**config.mk**
```make
export PLATFORM = sky130hd
export DESIGN_NAME = computer_top
export DESIGN_NICKNAME = d
export VERILOG_FILES = /design/src/rtl/computer_top_pkg.sv /design/src/rtl/computer_top_buttons.sv /design/src/rtl/debounce.sv /design/src/rtl/computer_top.sv
export SDC_FILE = /design/constraint.sdc
export NUM_CORES = 1
export LEC_CHECK = 0
export CORE_MARGIN = 5
export CORE_UTILIZATION = 65
export DETAILED_ROUTE_END_ITERATION = 6
export PLACE_DENSITY = 0.85
export SYNTH_ARGS = -nofsm -noshare
export SYNTH_HDL_FRONTEND = slang
export SYNTH_SLANG_ARGS = --single-unit
```
**constraint.sdc**
```tcl
create_clock -name ext_clk -period 4.5 [get_ports ext_clk]
set_clock_uncertainty 0.2 [all_clocks]
set_input_delay 0.45 -clock ext_clk [delete_from_list [all_inputs] [get_ports ext_clk]]
set_output_delay 0.45 -clock ext_clk [all_outputs]
set_load 0.05 [all_outputs]
```
**src/rtl/computer_top_pkg.sv**
```systemverilog
// Shared definitions for the computer board I/O shell: VGA 640x480 timing,
// the button bundle type and the hex-to-segment table.
package computer_top_pkg;

    localparam logic [9:0] H_VISIBLE = 10'd640;
    localparam logic [9:0] H_FRONT   = 10'd16;
    localparam logic [9:0] H_SYNC    = 10'd96;
    localparam logic [9:0] H_TOTAL   = 10'd800;
    localparam logic [9:0] V_VISIBLE = 10'd480;
    localparam logic [9:0] V_FRONT   = 10'd10;
    localparam logic [9:0] V_SYNC    = 10'd2;
    localparam logic [9:0] V_TOTAL   = 10'd525;

    localparam logic [9:0] H_SYNC_START = H_VISIBLE + H_FRONT;
    localparam logic [9:0] H_SYNC_END   = H_SYNC_START + H_SYNC;
    localparam logic [9:0] V_SYNC_START = V_VISIBLE + V_FRONT;
    localparam logic [9:0] V_SYNC_END   = V_SYNC_START + V_SYNC;

    typedef struct packed {
        logic center;
        logic up;
        logic down;
        logic left;
        logic right;
    } btn_t;

    // Active-high segments {g,f,e,d,c,b,a}; the top inverts for the board.
    function automatic logic [6:0] hex_to_seg(input logic [3:0] nib);
        logic [6:0] s;
        case (nib)
            4'h0: s = 7'h3F;
            4'h1: s = 7'h06;
            4'h2: s = 7'h5B;
            4'h3: s = 7'h4F;
            4'h4: s = 7'h66;
            4'h5: s = 7'h6D;
            4'h6: s = 7'h7D;
            4'h7: s = 7'h07;
            4'h8: s = 7'h7F;
            4'h9: s = 7'h6F;
            4'hA: s = 7'h77;
            4'hB: s = 7'h7C;
            4'hC: s = 7'h39;
            4'hD: s = 7'h5E;
            4'hE: s = 7'h79;
            default: s = 7'h71;
        endcase
        return s;
    endfunction

endpackage

```
**src/rtl/computer_top_buttons.sv**
```systemverilog
// Five debounced push-buttons with registered single-clock rising-edge pulses.
module computer_top_buttons
    import computer_top_pkg::*;
#(
    parameter int DB_WIDTH = 16
) (
    input  logic clk,
    input  logic reset,
    input  logic button_up,
    input  logic button_down,
    input  logic button_left,
    input  logic button_right,
    input  logic button_center,
    output btn_t pulse
);

    btn_t level;
    btn_t armed;
    btn_t prev;

    debounce #(.WIDTH(DB_WIDTH)) _db_up (
        .clk(clk), .reset(reset), .raw(button_up),
        .level(level.up), .armed(armed.up)
    );
    debounce #(.WIDTH(DB_WIDTH)) _db_left (
        .clk(clk), .reset(reset), .raw(button_left),
        .level(level.left), .armed(armed.left)
    );
    debounce #(.WIDTH(DB_WIDTH)) _db_center (
        .clk(clk), .reset(reset), .raw(button_center),
        .level(level.center), .armed(armed.center)
    );
    debounce #(.WIDTH(DB_WIDTH)) _db_right (
        .clk(clk), .reset(reset), .raw(button_right),
        .level(level.right), .armed(armed.right)
    );
    debounce #(.WIDTH(DB_WIDTH)) _db_down (
        .clk(clk), .reset(reset), .raw(button_down),
        .level(level.down), .armed(armed.down)
    );

    always_ff @(posedge clk) begin
        if (!reset) begin
            prev  <= '0;
            pulse <= '0;
        end else begin
            prev  <= level;
            pulse <= level & ~prev & armed;
        end
    end

endmodule

```
**src/rtl/debounce.sv**
```systemverilog
// One push-button path: 2-flop synchronizer, saturating-counter debouncer,
// and an arm flag that stays low until the button is seen released after reset.
module debounce #(
    parameter int WIDTH = 16
) (
    input  logic clk,
    input  logic reset,
    input  logic raw,
    output logic level,
    output logic armed
);

    logic [1:0]       sync_ff;
    logic [1:0]       valid_ff;
    logic [WIDTH-1:0] cnt;

    always_ff @(posedge clk) begin
        if (!reset) begin
            sync_ff  <= '0;
            valid_ff <= '0;
            cnt      <= '0;
            level    <= 1'b0;
            armed    <= 1'b0;
        end else begin
            sync_ff  <= {sync_ff[0], raw};
            valid_ff <= {valid_ff[0], 1'b1};
            // A press held through reset must not count until it is released.
            if (valid_ff[1] && !sync_ff[1])
                armed <= 1'b1;
            if (sync_ff[1] == level)
                cnt <= '0;
            else if (cnt == '1) begin
                level <= sync_ff[1];
                cnt   <= '0;
            end else
                cnt <= cnt + 1'b1;
        end
    end

endmodule

```
**src/rtl/computer_top.sv**
```systemverilog
// Board I/O shell: button-edited 16-bit register shown on LEDs, a scanned
// 4-digit 7-segment display and as the colour of a 640x480 VGA raster.
module computer_top
    import computer_top_pkg::*;
#(
    parameter int DB_WIDTH     = 16,
    parameter int REFRESH_BITS = 16
) (
    input  logic       ext_clk,
    input  logic       reset,
    input  logic       enable,
    inout  tri         sensor_data,
    input  logic       button_up,
    input  logic       button_down,
    input  logic       button_left,
    input  logic       button_right,
    input  logic       button_center,
    input  logic [5:0] switches,
    output logic [7:0] color,
    output logic       HSync,
    output logic       VSync,
    output logic [7:0] led_out,
    output logic [3:0] an,
    output logic [7:0] seg
);

    assign sensor_data = 1'bz;

    btn_t        pulse;
    logic [15:0] count;

    computer_top_buttons #(.DB_WIDTH(DB_WIDTH)) _buttons (
        .clk          (ext_clk),
        .reset        (reset),
        .button_up    (button_up),
        .button_down  (button_down),
        .button_left  (button_left),
        .button_right (button_right),
        .button_center(button_center),
        .pulse        (pulse)
    );

    always_ff @(posedge ext_clk) begin
        if (!reset) begin
            count   <= '0;
            led_out <= '0;
        end else begin
            if (enable) begin
                if (pulse.center)
                    count <= {10'b0, switches};
                else if (pulse.up)
                    count <= count + 16'd1;
                else if (pulse.down)
                    count <= count - 16'd1;
                else if (pulse.left)
                    count <= count << 1;
                else if (pulse.right)
                    count <= count >> 1;
            end
            led_out <= count[7:0];
        end
    end

    logic [REFRESH_BITS+1:0] refresh;
    logic [1:0]              digit;
    logic [3:0]              nibble;

    assign digit = refresh[REFRESH_BITS +: 2];

    always_comb begin
        nibble = count[3:0];
        case (digit)
            2'd0: nibble = count[3:0];
            2'd1: nibble = count[7:4];
            2'd2: nibble = count[11:8];
            2'd3: nibble = count[15:12];
            default: nibble = count[3:0];
        endcase
    end

    always_ff @(posedge ext_clk) begin
        if (!reset) begin
            refresh <= '0;
            an      <= 4'b1111;
            seg     <= 8'hFF;
        end else begin
            refresh <= refresh + 1'b1;
            an      <= ~(4'b0001 << digit);
            seg     <= {1'b1, ~hex_to_seg(nibble)};
        end
    end

    logic [1:0] pix_div;
    logic [9:0] h_cnt;
    logic [9:0] v_cnt;

    always_ff @(posedge ext_clk) begin
        if (!reset) begin
            pix_div <= '0;
            h_cnt   <= '0;
            v_cnt   <= '0;
            HSync   <= 1'b1;
            VSync   <= 1'b1;
            color   <= '0;
        end else begin
            pix_div <= pix_div + 2'd1;
            if (pix_div == 2'd3) begin
                if (h_cnt == H_TOTAL - 10'd1) begin
                    h_cnt <= '0;
                    v_cnt <= (v_cnt == V_TOTAL - 10'd1) ? 10'd0 : v_cnt + 10'd1;
                end else
                    h_cnt <= h_cnt + 10'd1;
            end
            HSync <= !(h_cnt >= H_SYNC_START && h_cnt < H_SYNC_END);
            VSync <= !(v_cnt >= V_SYNC_START && v_cnt < V_SYNC_END);
            color <= (h_cnt < H_VISIBLE && v_cnt < V_VISIBLE) ? count[7:0] : 8'h00;
        end
    end

endmodule

```
### Yosys cells after proc, flatten, opt, wreduce, memory -nomap -nowiden

Memory sizes are Yosys's and may differ from the RTL's.
Index checks and enable logic that the tools add are counted.

| word-level totals | value |
|---|---|
| bits in registers | 206 |
| latch bits | 0 |
| RAM bits | 0 |
| bits in read-only memories | 112 |
| bits of input ports | 14 |
| output and inout port bits | 31 |
| word-level logic and storage cells | 142 |
| memories kept | 1 |

Memories:

| memory | depth | bits a word | rd ports | clocked after Yosys merged registers in | write ports | line | RTL |
|---|---|---|---|---|---|---|---|
| (no name shown) | 16 | 7 | 1 | 0 | 0 | computer_top_pkg.sv:30 | `case (nib)` |

| operators by class | value |
|---|---|
| add/subtract/negate cells | 11 |
| multipliers | 0 |
| divide/modulo/power cells | 0 |
| magnitude comparators | 6 |
| equality and inequality tests | 16 |
| shift operators | 1 |
| multiplexer cells | 14 |
| bitwise logic cells | 11 |
| reduce and logical (&&, ||, !) cells | 30 |

Operators with widths:

| operator | count |
|---|---|
| adder 16 x 1 -> 16 bit (second input constant) | 6 |
| equality test 16 bit (second input constant) | 5 |
| two-way mux 16 bit | 5 |
| adder 10 x 1 -> 10 bit (second input constant) | 2 |
| equality test 10 bit (second input constant) | 2 |
| less-than comparator 10 bit (second input constant) | 2 |
| less-than comparator 10 x 9 -> 1 bit (second input constant) | 2 |
| two-way mux 10 bit | 2 |
| adder 18 x 1 -> 18 bit (second input constant) | 1 |
| case mux 4 bit (4 select lines) | 1 |
| AND reduction 2 bit | 8 |
| subtractor 16 x 1 -> 16 bit (second input constant) | 1 |
| OR reduction 3 bit | 5 |
| AND 5 bit | 2 |
| >= comparator 10 bit (second input constant) | 1 |
| >= comparator 10 x 9 -> 1 bit (second input constant) | 1 |
| logical AND 1 bit | 8 |
| logical NOT 1 bit | 7 |
| two-way mux 7 bit | 1 |
| NOT 7 bit | 1 |
| equality test 2 bit (second input constant) | 3 |
| NOT 1 bit | 6 |
| equality test 1 bit | 5 |
| two-way mux 1 bit | 5 |
| other kinds (7) | 7 |

### Logic depth before layout (Yosys ltp)

| depth | value |
|---|---|
| depth after elaboration | 5 |
| depth in mapped cells | 8 |

### Hierarchy

A second synthesis with hierarchy kept.

| second synthesis, totals | value |
|---|---|
| cell total of the unflattened synthesis | 1034 |
| area, all modules | 9610.5 um2 |

By module, submodules not included:

| module | instances | cells each | area each (um2) | sequential area each (um2) |
|---|---|---|---|---|
| computer_top | 1 | 549 | 4687.0 | 1701.6 |
| debounce | 5 | 93 | 927.1 | 440.4 |
| computer_top_buttons | 1 | 20 | 287.8 | 200.2 |

### Worst setup path after synthesis

No wires, ideal clock.

| timing path | value |
|---|---|
| path kind | register -> register |
| start | register refresh[16] |
| end | register seg[3] |
| setup time | 0.130 ns |
| arrival time | 1.848 ns |
| slack | 2.323 ns |
| cell stages (with the launch flop) | 8 |
| clock period less this slack | 2.177 ns |
| cell sequence | dfxtp_1 -> buf_4 -> mux4_2 -> inv_1 -> ha_1 -> mux2_1 -> o21ai_1 -> nand2_1 |

| on the way | value |
|---|---|
| cells in the longest elaborated chain, start to end | 5 |
| elaborated cells on any way between the ends | 8 |
| those cells by class | eq/ne: 3; mux: 2; bitwise: 1; reduce/logical: 1; memory: 1 |

Ends and longest elaborated chain:

| item | line | RTL |
|---|---|---|
| start: declaration | computer_top.sv:64 | `logic [REFRESH_BITS+1:0] refresh;` |
| start signal: assignment | computer_top.sv:87 | `refresh <= refresh + 1'b1;` |
| equality test 2 bit (tied with other cells) | computer_top.sv:72 | `case (digit)` |
| case mux 4 bit (4 select lines) (*) | computer_top.sv:72 |  |
| memory read (16 x 7 bit) (*) | -- |  |
| two-way mux 7 bit (*) | computer_top.sv:82 | `if (!reset) begin` |
| NOT 7 bit (*) | computer_top.sv:89 | `seg <= {1'b1, ~hex_to_seg(nibble)};` |
| end signal: assignment | computer_top.sv:89 |  |
| end: declaration | computer_top.sv:24 | `output logic [7:0] seg` |

Mark *: on every way between the ends. The rest lies on a longest branch, timed or not. The select of a mux whose other input is x is not followed.
A chain may end at the register's enable or synchronous reset.

### Worst setup path after layout

| timing path | value |
|---|---|
| start | register, netlist name _buttons.pulse[1] |
| end | register count[3] |

| on the way | value |
|---|---|
| cells in the longest elaborated chain, start to end | 4 |
| elaborated cells on any way between the ends | 6 |
| those cells by class | mux: 4; reduce/logical: 2 |

Ends and longest elaborated chain:

| item | line | RTL |
|---|---|---|
| two-way mux 16 bit | computer_top.sv:55 | `else if (pulse.left)` |
| two-way mux 16 bit | computer_top.sv:53 | `else if (pulse.down)` |
| two-way mux 16 bit | computer_top.sv:51 | `else if (pulse.up)` |
| two-way mux 16 bit | computer_top.sv:49 | `if (pulse.center)` |
| end signal: assignment | computer_top.sv:50 | `count <= {10'b0, switches};` |
| end signal: assignment | computer_top.sv:52 | `count <= count + 16'd1;` |
| end signal: assignment | computer_top.sv:54 | `count <= count - 16'd1;` |
| end: declaration | computer_top.sv:30 | `logic [15:0] count;` |

Several ways; a longest one is shown, not always the timed one.

==> impl_metrics.csv <==
group,metric,value,unit
status,outcome,"finished clean",
pwr,pwr-share-comb,2.5,%
finish,layout_commonest_cell,"dfxtp_1",
logic_synthesis,ys_top_cells_by_area,"dfxtp_1 43%, xor2_1 5.9%, nor2_1 5.3%",
critical_path,crit_start,"_buttons.pulse[1]",
sta,hold_viol,0,
sta,final.setup.tns,0,ns
worst_hold_path,hold_class,"register to register",
routing,vias,7096,
sta,relSlewSlack,34.0,%
sta,finalSetupViolCount,0,
pwr,switching_share,21.0,%
pwr,netSwitchingPower,0.715,mW
finish,utilization,73.3,%
die,rows,43,
sta,finalCritPeriodShare,57.0,%
die,die_x,128,um
critical_path,r2r-start,"_buttons.pulse[1]",
logic_synthesis,synth_cell_types,77,
clocking,cts-buffers-inserted,17,
finish,area_growth_syn_to_layout,11.1,%
routing,first_pass_iters,6,
clocking,cts_htree_levels,4,
global_route,grt_max_degree,57,
logic_synthesis,syn-num-nets,1052,
sta,min_period,2.56,ns
sta,max_freq,390,MHz
routing,drc_errors,0,
sta,tightest_slew,0.988,ns
die,fp.dieArea,16400,sq um
routing,avgViaCountPerCell,5.80,
clocking,cts.path.max_buffers,2,
logic_synthesis,yosysWarnings,0,
critical_path,endpoint_kind,"register",
pwr,ir_drop,0.263,mV
global_route,grt_pass1_wl,31.2,mm
clocking,cts.sinks,197,
clocking,root_buffer,"clkbuf_16",
critical_path,critPathArrivalTime,2.74,ns
run,maxCapViolCount,0,
routing,drtIter0Drc,589,
logic_synthesis,ys_seq_area_share,43.4,%
logic_synthesis,syn_area,9090,sq um
logic_synthesis,synth.top_cell.area_share,43.4,%
die,die_h,128,um
sta,drv_slew,0,
pwr,p_per_area,336,nW/um^2
clocking,path_clk_slew,0.07,ns
global_route,antenna_found_initial,1,
logic_synthesis,yosys.area.top_type,"dfxtp_1",
global_route,grt_pass1_vias,6703,
logic_synthesis,async_reset_ff_share,0,%
routing,ant_nets,0,
finish,nets,1066,
sta,grt_setup_unrepaired,"no",
pwr,p_int,2.68,mW
clocking,cts_tree,"built",
critical_path,start_kind,"register",
placed_design,gp_congestion,0.904,
critical_path,r2r_setup_slack,1.94,ns
clocking,clk_latency,0.43,ns
logic_synthesis,synth_edf_count,0,
critical_path,worst-endpoint-required,4.67,ns
critical_path,crit_fanout,25,
finish,n_fill_cell,1032,
routing,wire_per_inst,15.0,um
die,start_util,66.0,%
logic_synthesis,netlist_instances,1018,
pwr,p_seq_share,52.1,%
placed_design,dpl.cell_count,1193,
pwr,p_leak,3.56,nW
global_route,grt_overflow_total,0,
finish,mostFrequentLayoutCells,"197 x dfxtp_1, 128 x nor2_1, 83 x nand2_1",
logic_synthesis,synth-seq-cells,197,
logic_synthesis,syn_avg_cell_area,8.93,sq um
logic_synthesis,yosys_most_used_dff,"dfxtp_1",
clocking,ctsResizeCount,0,
die,core-area,13800,sq um
critical_path,critPathKind,"register to register",
clocking,postCtsSetupRepairBufs,0,
worst_hold_path,min-delay-start,"_buttons.prev[4]",
routing,wl,18.3,mm
placed_design,place_hpwl,12.1,mm
finish,fin_cells,1224,
placed_design,io_buffers,42,
finish,drive_above_1_share,5.46,%
clocking,ctsHoldBuffers,0,
global_route,grt_use_total,22.9,%
die,ios,45,
pwr,clockPowerShare,45.4,%
finish,diodes,0,
==> stage by stage <==
step	total power, mW	hold WS, ns	area, sq um	setup slack [ns]
floorplan	1.87	0.173	9090	2.32
global placement	1.89	0.176	9500	2.02
detailed placement	1.89	0.180	9500	1.94
CTS	3.42	0.201	10100	1.97
global route	3.49	0.214	10100	1.71
finish	3.40	0.201	10100	1.94
==> layer usage <==
layer  wire, um  track usage (%)  vias to the layer above
met3       1060             5.13                       51
met4        442             9.43                        2
met2       8620             37.4                      229
li1           -                -                     3541
met1       8170             29.4                     3273
met5         13                0                        -
==> registers in the layout (all words and copies together) (netlist names), 5 cells and up <==
name / cells
seg: 7
_buttons._db_left.cnt: 16
refresh: 18
h_cnt: 10
led_out: 8
count: 16
v_cnt: 10
_buttons.prev: 5
_buttons._db_right.cnt: 16
color: 8
_buttons._db_down.cnt: 16
_buttons.pulse: 5
_buttons._db_center.cnt: 16
_buttons._db_up.cnt: 16
==> power groups by stage <==
| stage | registers [mW] | clock network [mW] | logic, mW |
|---|---|---|---|
| 6_report | 1.77 | 1.54 | 0.0841 |
| 5_1_grt | 1.77 | 1.63 | 0.0918 |
| 4_1_cts | 1.77 | 1.56 | 0.0842 |
| 3_5_place_dp | 1.81 | 0 | 0.0834 |
| 3_3_place_gp | 1.81 | 0 | 0.0823 |
| 2_1_floorplan | 1.82 | 0 | 0.0454 |
==> layout make-up <==
type | instances | area, sq um | share of cell area [%]
Tap cell | 180 | 225 | 2.23
Clock buffer | 19 | 443 | 4.39
Inverter | 32 | 120 | 1.19
Sequential cell | 197 | 3940 | 39.1
Multi-Input combinational cell | 740 | 4780 | 47.3
Timing Repair Buffer | 44 | 430 | 4.26
Clock inverter | 12 | 154 | 1.52
==> worst max-delay path, cell delays in order, from the launching register on <==
cell and delay (ns):
dfxtp_1 0.97, nor3_1 0.15, nor4b_1 0.72, nor2b_1 0.23, a222oi_1 0.10, nor2b_1 0.13
==> cell usage after synthesis (6+ instances only) <==
library cell	instances
xor2_1	61
buf_2	17
nor2b_1	17
nand2_1	83
or3_1	10
mux2i_1	13
ha_1	20
o21ai_1	7
a21oi_1	15
o21a_1	7
and2_1	49
inv_1	30
and4_1	20
clkbuf_1	21
a31oi_1	8
o21ai_0	18
xnor2_1	46
and3_1	14
nand4_1	27
buf_4	6
nor2_1	128
a21boi_1	8
nand3_1	61
dfxtp_1	197
nand3b_1	8
nor3_1	18
o22ai_1	6
==> worst paths after layout <==
path,end,cells after the start
setup / recovery,count[3],5
setup reg to reg,count[3],5
hold / removal,_buttons.pulse[4],1
hold reg to reg,_buttons.pulse[4],1
==> cells by family (layout without fill, tap and decap cells) <==
group | after synthesis | after routing | share of synthesized area, %
buffers and inverters | 81 | 107 | 3.99
adder cells (fa/ha/maj) | 20 | 20 | 2.75
other | 2 | 2 | 0.0827
AO/OA/AOI/OAI | 113 | 113 | 8.65
XOR/XNOR | 107 | 107 | 10.3
AND/OR/NAND/NOR | 477 | 477 | 27.9
multiplexers | 21 | 21 | 2.92
flip-flops | 197 | 197 | 43.4
(Power assumes the default switching activity.)
